### config.mk
export PLATFORM = sky130hd
export DESIGN_NAME = mem_ctrl
export DESIGN_NICKNAME = d
export VERILOG_FILES = /design/src/rtl/mem_ctrl_pkg.sv /design/src/rtl/mem_ctrl_lanes.sv /design/src/rtl/mem_ctrl.sv
export SDC_FILE = /design/constraint.sdc
export NUM_CORES = 1
export LEC_CHECK = 0
export CAP_MARGIN = 15
export CELL_PAD_IN_SITES_DETAIL_PLACEMENT = 1
export CELL_PAD_IN_SITES_GLOBAL_PLACEMENT = 1
export CORE_ASPECT_RATIO = 0.8
export CORE_MARGIN = 10
export CORE_UTILIZATION = 17
export DETAILED_ROUTE_END_ITERATION = 6
export MAX_ROUTING_LAYER = met4
export PLACE_DENSITY_LB_ADDON = 0.2
export SETUP_SLACK_MARGIN = 0.05
export SYNTH_ARGS = -nofsm -noshare
export SYNTH_HDL_FRONTEND = slang
export SYNTH_SLANG_ARGS = --single-unit
### constraint.sdc
create_clock -name clk_i -period 2 [get_ports clk_i]
set_input_delay 0.2 -clock clk_i [delete_from_list [all_inputs] [get_ports clk_i]]
set_output_delay 0.2 -clock clk_i [all_outputs]
set_load 0.02 [all_outputs]
### src/rtl/mem_ctrl_pkg.sv
// Shared constants and types for the data-side load/store controller.
// The size codes and fifo_if register indices must match the control path and the fifo_if block.
package mem_ctrl_pkg;

  localparam logic [1:0] MEM_SIZE_B = 2'b00;
  localparam logic [1:0] MEM_SIZE_H = 2'b01;
  localparam logic [1:0] MEM_SIZE_W = 2'b10;

  localparam logic [31:0] DMEM_BASE_DEF = 32'h1000_0000;
  localparam logic [31:0] MMIO_BASE_DEF = 32'h2000_0000;

  localparam logic [1:0] FIFO_REG_DATA   = 2'd0;
  localparam logic [1:0] FIFO_REG_STATUS = 2'd1;
  localparam logic [1:0] FIFO_REG_CTRL   = 2'd2;
  localparam logic [1:0] FIFO_REG_LEVEL  = 2'd3;

  typedef enum logic {ST_IDLE, ST_RESP} state_t;
  typedef enum logic {TGT_DMEM, TGT_MMIO} target_t;

  function automatic logic isMisaligned(input logic [1:0] size, input logic [1:0] off);
    return ((size == MEM_SIZE_H) && off[0]) || ((size == MEM_SIZE_W) && (off != 2'b00));
  endfunction

endpackage

### src/rtl/mem_ctrl_lanes.sv
// Byte-lane steering for the data port: store byte enables and lane replication,
// plus load extraction with sign or zero extension. Purely combinational.
module mem_lanes
  import mem_ctrl_pkg::*;
(
  input  logic [1:0]  st_size_i,
  input  logic [1:0]  st_off_i,
  input  logic [31:0] st_wdata_i,
  output logic [3:0]  st_be_o,
  output logic [31:0] st_wdata_o,
  input  logic [1:0]  ld_size_i,
  input  logic [1:0]  ld_off_i,
  input  logic        ld_unsigned_i,
  input  logic [31:0] ld_word_i,
  output logic [31:0] ld_data_o
);

  logic [7:0]  w_byte;
  logic [15:0] w_half;

  assign w_byte = ld_word_i[{ld_off_i, 3'b000} +: 8];
  assign w_half = ld_off_i[1] ? ld_word_i[31:16] : ld_word_i[15:0];

  always_comb begin
    st_be_o    = 4'b1111;
    st_wdata_o = st_wdata_i;
    case (st_size_i)
      MEM_SIZE_B: begin
        st_be_o    = 4'b0001 << st_off_i;
        st_wdata_o = {4{st_wdata_i[7:0]}};
      end
      MEM_SIZE_H: begin
        st_be_o    = st_off_i[1] ? 4'b1100 : 4'b0011;
        st_wdata_o = {2{st_wdata_i[15:0]}};
      end
      default: ;
    endcase
  end

  always_comb begin
    ld_data_o = ld_word_i;
    case (ld_size_i)
      MEM_SIZE_B: ld_data_o = ld_unsigned_i ? {24'd0, w_byte} : {{24{w_byte[7]}}, w_byte};
      MEM_SIZE_H: ld_data_o = ld_unsigned_i ? {16'd0, w_half} : {{16{w_half[15]}}, w_half};
      default: ;
    endcase
  end

endmodule

### src/rtl/mem_ctrl.sv
// Data-side load/store controller: decodes requests to data RAM or the fifo_if window,
// completes stores in one cycle and stalls loads for one cycle while read data returns.
module mem_ctrl
  import mem_ctrl_pkg::*;
#(
  parameter logic [31:0] DMEM_BASE = DMEM_BASE_DEF,
  parameter int unsigned DMEM_AW   = 10,
  parameter logic [31:0] MMIO_BASE = MMIO_BASE_DEF
) (
  input  logic               clk_i,
  input  logic               rstn_i,
  input  logic               req_i,
  input  logic               we_i,
  input  logic [1:0]         size_i,
  input  logic               unsigned_i,
  input  logic [31:0]        addr_i,
  input  logic [31:0]        wdata_i,
  output logic               stall_o,
  output logic               rvalid_o,
  output logic [31:0]        rdata_o,
  output logic               fault_o,
  output logic [DMEM_AW-1:0] dmem_addr_o,
  output logic               dmem_we_o,
  output logic [3:0]         dmem_be_o,
  output logic [31:0]        dmem_wdata_o,
  input  logic [31:0]        dmem_rdata_i,
  output logic               fifo_sel_o,
  output logic               fifo_rd_o,
  output logic               fifo_wr_o,
  output logic [1:0]         fifo_addr_o,
  output logic [7:0]         fifo_wdata_o,
  input  logic [7:0]         fifo_rdata_i
);

  // 33-bit bounds so a window ending at 4 GiB cannot wrap.
  localparam logic [32:0] DMEM_END = {1'b0, DMEM_BASE} + (33'd4 << DMEM_AW);
  localparam logic [32:0] MMIO_END = {1'b0, MMIO_BASE} + 33'd16;

  state_t      r_state, w_nextState;
  logic [1:0]  r_off, r_size;
  logic        r_unsigned;
  target_t     r_target;
  logic        w_dmemHit, w_mmioHit, w_legal;
  logic [3:0]  w_be;
  logic [31:0] w_wdataRep, w_ldData;

  assign w_dmemHit = ({1'b0, addr_i} >= {1'b0, DMEM_BASE}) && ({1'b0, addr_i} < DMEM_END);
  assign w_mmioHit = ({1'b0, addr_i} >= {1'b0, MMIO_BASE}) && ({1'b0, addr_i} < MMIO_END);
  assign w_legal   = (size_i != 2'b11) && !isMisaligned(size_i, addr_i[1:0])
                     && (w_dmemHit || w_mmioHit);

  mem_lanes u_lanes (
    .st_size_i     (size_i),
    .st_off_i      (addr_i[1:0]),
    .st_wdata_i    (wdata_i),
    .st_be_o       (w_be),
    .st_wdata_o    (w_wdataRep),
    .ld_size_i     (r_size),
    .ld_off_i      (r_off),
    .ld_unsigned_i (r_unsigned),
    .ld_word_i     (dmem_rdata_i),
    .ld_data_o     (w_ldData)
  );

  always_ff @(posedge clk_i) begin
    if (!rstn_i) begin
      r_state    <= ST_IDLE;
      r_off      <= 2'b00;
      r_size     <= 2'b00;
      r_unsigned <= 1'b0;
      r_target   <= TGT_DMEM;
    end else begin
      r_state <= w_nextState;
      if ((r_state == ST_IDLE) && (w_nextState == ST_RESP)) begin
        r_off      <= addr_i[1:0];
        r_size     <= size_i;
        r_unsigned <= unsigned_i;
        r_target   <= w_mmioHit ? TGT_MMIO : TGT_DMEM;
      end
    end
  end

  // Outputs are forced low while reset is held so an aborted load never shows rvalid.
  always_comb begin
    w_nextState  = r_state;
    stall_o      = 1'b0;
    rvalid_o     = 1'b0;
    rdata_o      = 32'd0;
    fault_o      = 1'b0;
    dmem_we_o    = 1'b0;
    dmem_be_o    = 4'b0000;
    fifo_sel_o   = 1'b0;
    fifo_rd_o    = 1'b0;
    fifo_wr_o    = 1'b0;
    dmem_addr_o  = addr_i[DMEM_AW+1:2];
    dmem_wdata_o = w_wdataRep;
    fifo_addr_o  = addr_i[3:2];
    fifo_wdata_o = wdata_i[7:0];
    if (rstn_i) begin
      case (r_state)
        ST_IDLE: begin
          if (req_i) begin
            if (!w_legal) begin
              fault_o = 1'b1;
            end else if (we_i) begin
              if (w_dmemHit) begin
                dmem_we_o = 1'b1;
                dmem_be_o = w_be;
              end else begin
                fifo_sel_o = 1'b1;
                fifo_wr_o  = 1'b1;
              end
            end else begin
              stall_o     = 1'b1;
              fifo_sel_o  = w_mmioHit;
              fifo_rd_o   = w_mmioHit;
              w_nextState = ST_RESP;
            end
          end
        end
        ST_RESP: begin
          rvalid_o    = 1'b1;
          rdata_o     = (r_target == TGT_MMIO) ? {24'd0, fifo_rdata_i} : w_ldData;
          w_nextState = ST_IDLE;
        end
      endcase
    end
  end

endmodule

==> impl_metrics.csv <==
group,metric,value,unit
status,status,"complete, but fails checks",
status,violations,"negative setup slack",
synthesis,synth_top_area_cell,"mux2_2",
sta,timing.final.ws_setup,-0.0755,ns
routing,drt-initial-drc-count,68,
synthesis,synth.top_cell.area_share,14.5,%
sta,hold_violations,0,
synthesis,yosys_warnings,0,
die,die_w,137,µm
run,drv_cap,0,
placement,post-dp-hpwl,9.63,mm
sta,slew_viol_final,0,
placement,io_buffer_count,199,
synthesis,synth_compound_area_share,28.4,%
sta,fmax,482,MHz
die,core-area,10800,µm²
finish,drive_gt1_share,42.5,%
power_and_ir_drop,p_leak,2.00,nW
finish,antennaDiodeCount,0,
die,initial_utilization,17.2,%
synthesis,synth_top_family_by_area,"compound AO/OA/AOI/OAI gates",
setup_path,critPathRequiredTime,1.80,ns
clocking,cts_tree,"built",
sta,setup_violations,24,
global_route,antenna_found_initial,0,
routing,drc,0,
routing,routedWlPerCell,18.2,µm
clocking,clkSinkCount,7,
clocking,clk_path_buf_depth,2,
power_and_ir_drop,vdd_ir_drop_max,257,µV
die,rows,34,
finish,syn_to_final_growth,143,%
sta,maxSlewHeadroom,65.2,%
synthesis,synth_area_leaders,"mux2_2 15%, buf_4 12%, a21oi_1 9.4%",
global_route,grt_max_degree,27,
clocking,cts_buffers,3,
routing,drt-total-wl,11.7,mm
sta,worst_slew_pin_slew,0.522,ns
sta,fin_crit,2.08,ns
routing,wl_met1,4.34,mm
routing,met2_length,6.31,mm
routing,firstDrtPassIters,4,
setup_path,cp-start-kind,"flop",
synthesis,synth_xor_area_share,0,%
sta,setup-tns-final,-1.40,ns
clocking,clkTransAtPathRegs,0.04,ns
finish,final_cells,641,
sta,fin_crit_sh,104,%
die,die-area,15600,µm²
global_route,grt_pass1_vias,3145,
synthesis,ys_types,40,
finish,fill_cells,1298,
clocking,cts_root_buffer,"clkbuf_16",
routing,wl_met3,882,µm
synthesis,synth.avg_cell_area,6.82,µm²
synthesis,synth_seq_cells,7,
routing,drt-vias-per-instance,4.44,
die,die_h,114,µm
die,io_pins,206,
setup_path,path_class,"flop to output port",
setup_path,end_kind,"output port",
synthesis,ys.flop_type,"dfxtp_1",
synthesis,synth-simple-area-share,22.4,%
synthesis,synth_fa_ha_area_share,0,%
routing,ant_nets,0,
clocking,htreeDepth,1,
setup_path,worstPathArrival,1.88,ns
synthesis,syn_area,1860,µm²
power_and_ir_drop,power_density,248,nW/µm²
global_route,grt_pass1_wl,17.5,mm
placement,gp_congestion,0.757,
synthesis,synth_edf_count,0,
worst_hold_path,hp-class,"input pin to output port",
synthesis,synthCells,273,
placement,place_inst,619,
finish,final_nets,609,
routing,num_vias,2846,
synthesis,postSynth.asyncResetShare,0,%
synthesis,synth_nets,384,
clocking,clkLatencyLatePin,0.23,ns
global_route,overflow,0,
synthesis,yosysSeqAreaShare,7.53,%
routing,maxUsedRoutingLayer,"met4",
sta,clock_skew,0.00151,ns
setup_path,crit_fanout,8,
synthesis,synthMuxAreaShare,20.0,%
clocking,cts_hold_buf,0,
global_route,grt_usage,14.4,%
sta,rsz0062_at_grt,"yes",
[Yosys cell counts (3+ instances only)]
library cell and number:
nor4_1 3, o21ai_0 9, buf_2 4, a221oi_1 9, nand2_1 29, o221ai_1 7, a21oi_1 35, nand3_1 7
o21ai_1 7, clkbuf_1 9, dfxtp_1 7, nand2b_1 5, inv_1 32, mux2i_1 8, nor2_1 17, a31oi_1 7
mux2_2 24, buf_4 30
[timing repair]
item,in CTS,in global routing
gates cloned,0,1
pin swaps,26,28
endpoints found under the setup margin,65,51
buffers inserted,14,5
gates resized for setup,289,92
[report_power, final]
group / leakage, nW / internal (W) / total, W / switching [W]
combinational: 1.91 / 0.000365 / 0.000645 / 0.000280
clock: 0.0382 / 0.000265 / 0.000340 / 0.0000749
sequential: 0.0572 / 0.000139 / 0.000139 / 0.0000000000140
total: 2.00 / 0.000769 / 0.00112 / 0.000355
[worst paths after layout]
check	startpoint	to	slack, ns	cells after the start
setup / recovery	r_off[1]$_SDFFE_PN0P_	rdata_o[23]	-0.08	7
hold / removal	addr_i[2]	fifo_addr_o[0]	0.40	0
setup reg to reg	r_state$_SDFF_PN0_	r_off[1]$_SDFFE_PN0P_	0.50	6
hold reg to reg	r_unsigned$_SDFFE_PN0P_	r_unsigned$_SDFFE_PN0P_	0.54	2
[sequential cells by signal, summed over array words and instances (netlist names)]
register	count
r_state	1
r_size	2
r_target	1
r_off	2
r_unsigned	1
[placed cells by master, fill, tap and decap left out, types with 2 or more instances in the layout]
cell type / count
a21oi_1: 22
a21oi_2: 11
a21oi_4: 3
a221oi_2: 8
a31oi_1: 6
buf_12: 2
buf_2: 14
buf_4: 69
buf_6: 26
clkbuf_16: 4
clkbuf_2: 11
clkdlybuf4s15_1: 6
clkdlybuf4s50_1: 111
dfxtp_1: 6
dlygate4sd2_1: 19
dlymetal6s2s_1: 4
inv_1: 31
mux2_2: 23
mux2i_1: 8
nand2_1: 26
nand2_2: 3
nand2b_1: 3
nand2b_4: 2
nand3_1: 5
nand3_2: 3
nor2_1: 9
nor2_2: 5
nor2_4: 5
nor4_2: 2
nor4_4: 5
o21ai_0: 9
o21ai_1: 7
o221ai_1: 6
[kinds of logic (layout without fill, tap and decap cells)]
group / Yosys count / after routing
simple gates: 76 / 76
mux: 33 / 33
buf+inv: 76 / 300
flops: 7 / 7
compound gates: 81 / 81
[per-stage QoR]
step | hold slack [ns] | worst slack [ns] | power, W | utilization, % | instance area [µm²]
floorplan | 0.348 | 0.0647 | 0.000399 | - | 1860
global placement | 0.400 | -0.671 | 0.000774 | 37.9 | 4100
detailed placement | 0.400 | -0.720 | 0.000782 | 37.9 | 4100
CTS | 0.400 | -0.0931 | 0.00112 | 39.4 | 4260
global route | 0.400 | -0.153 | 0.00119 | 41.9 | 4520
finish | 0.400 | -0.0755 | 0.00112 | 41.9 | 4520
[layout make-up]
| class | count | area (µm²) | area share [%] |
|---|---|---|---|
| Clock buffer | 4 | 78.8 | 1.74 |
| Inverter | 33 | 124 | 2.74 |
| Multi-Input combinational cell | 190 | 1610 | 35.6 |
| Sequential cell | 7 | 144 | 3.18 |
| Tap cell | 144 | 180 | 3.98 |
| Timing Repair Buffer | 263 | 2390 | 52.8 |
[critical path, stage by stage (launching register included)]
cell and delay [ns]:
dfxtp_4 0.35, mux4_2 0.53, nand2b_4 0.12, a21oi_4 0.06
o21bai_4 0.18, clkbuf_16 0.21, a21oi_2 0.04, buf_6 0.14
[routing by layer]
layer	track usage (%)	vias to the layer above
li1	-	1389
met1	14.4	1356
met2	26.8	89
met3	4.83	12
met4	2.24	0
met5	-	-
Note: power is estimated with default switching activity, not from simulation.
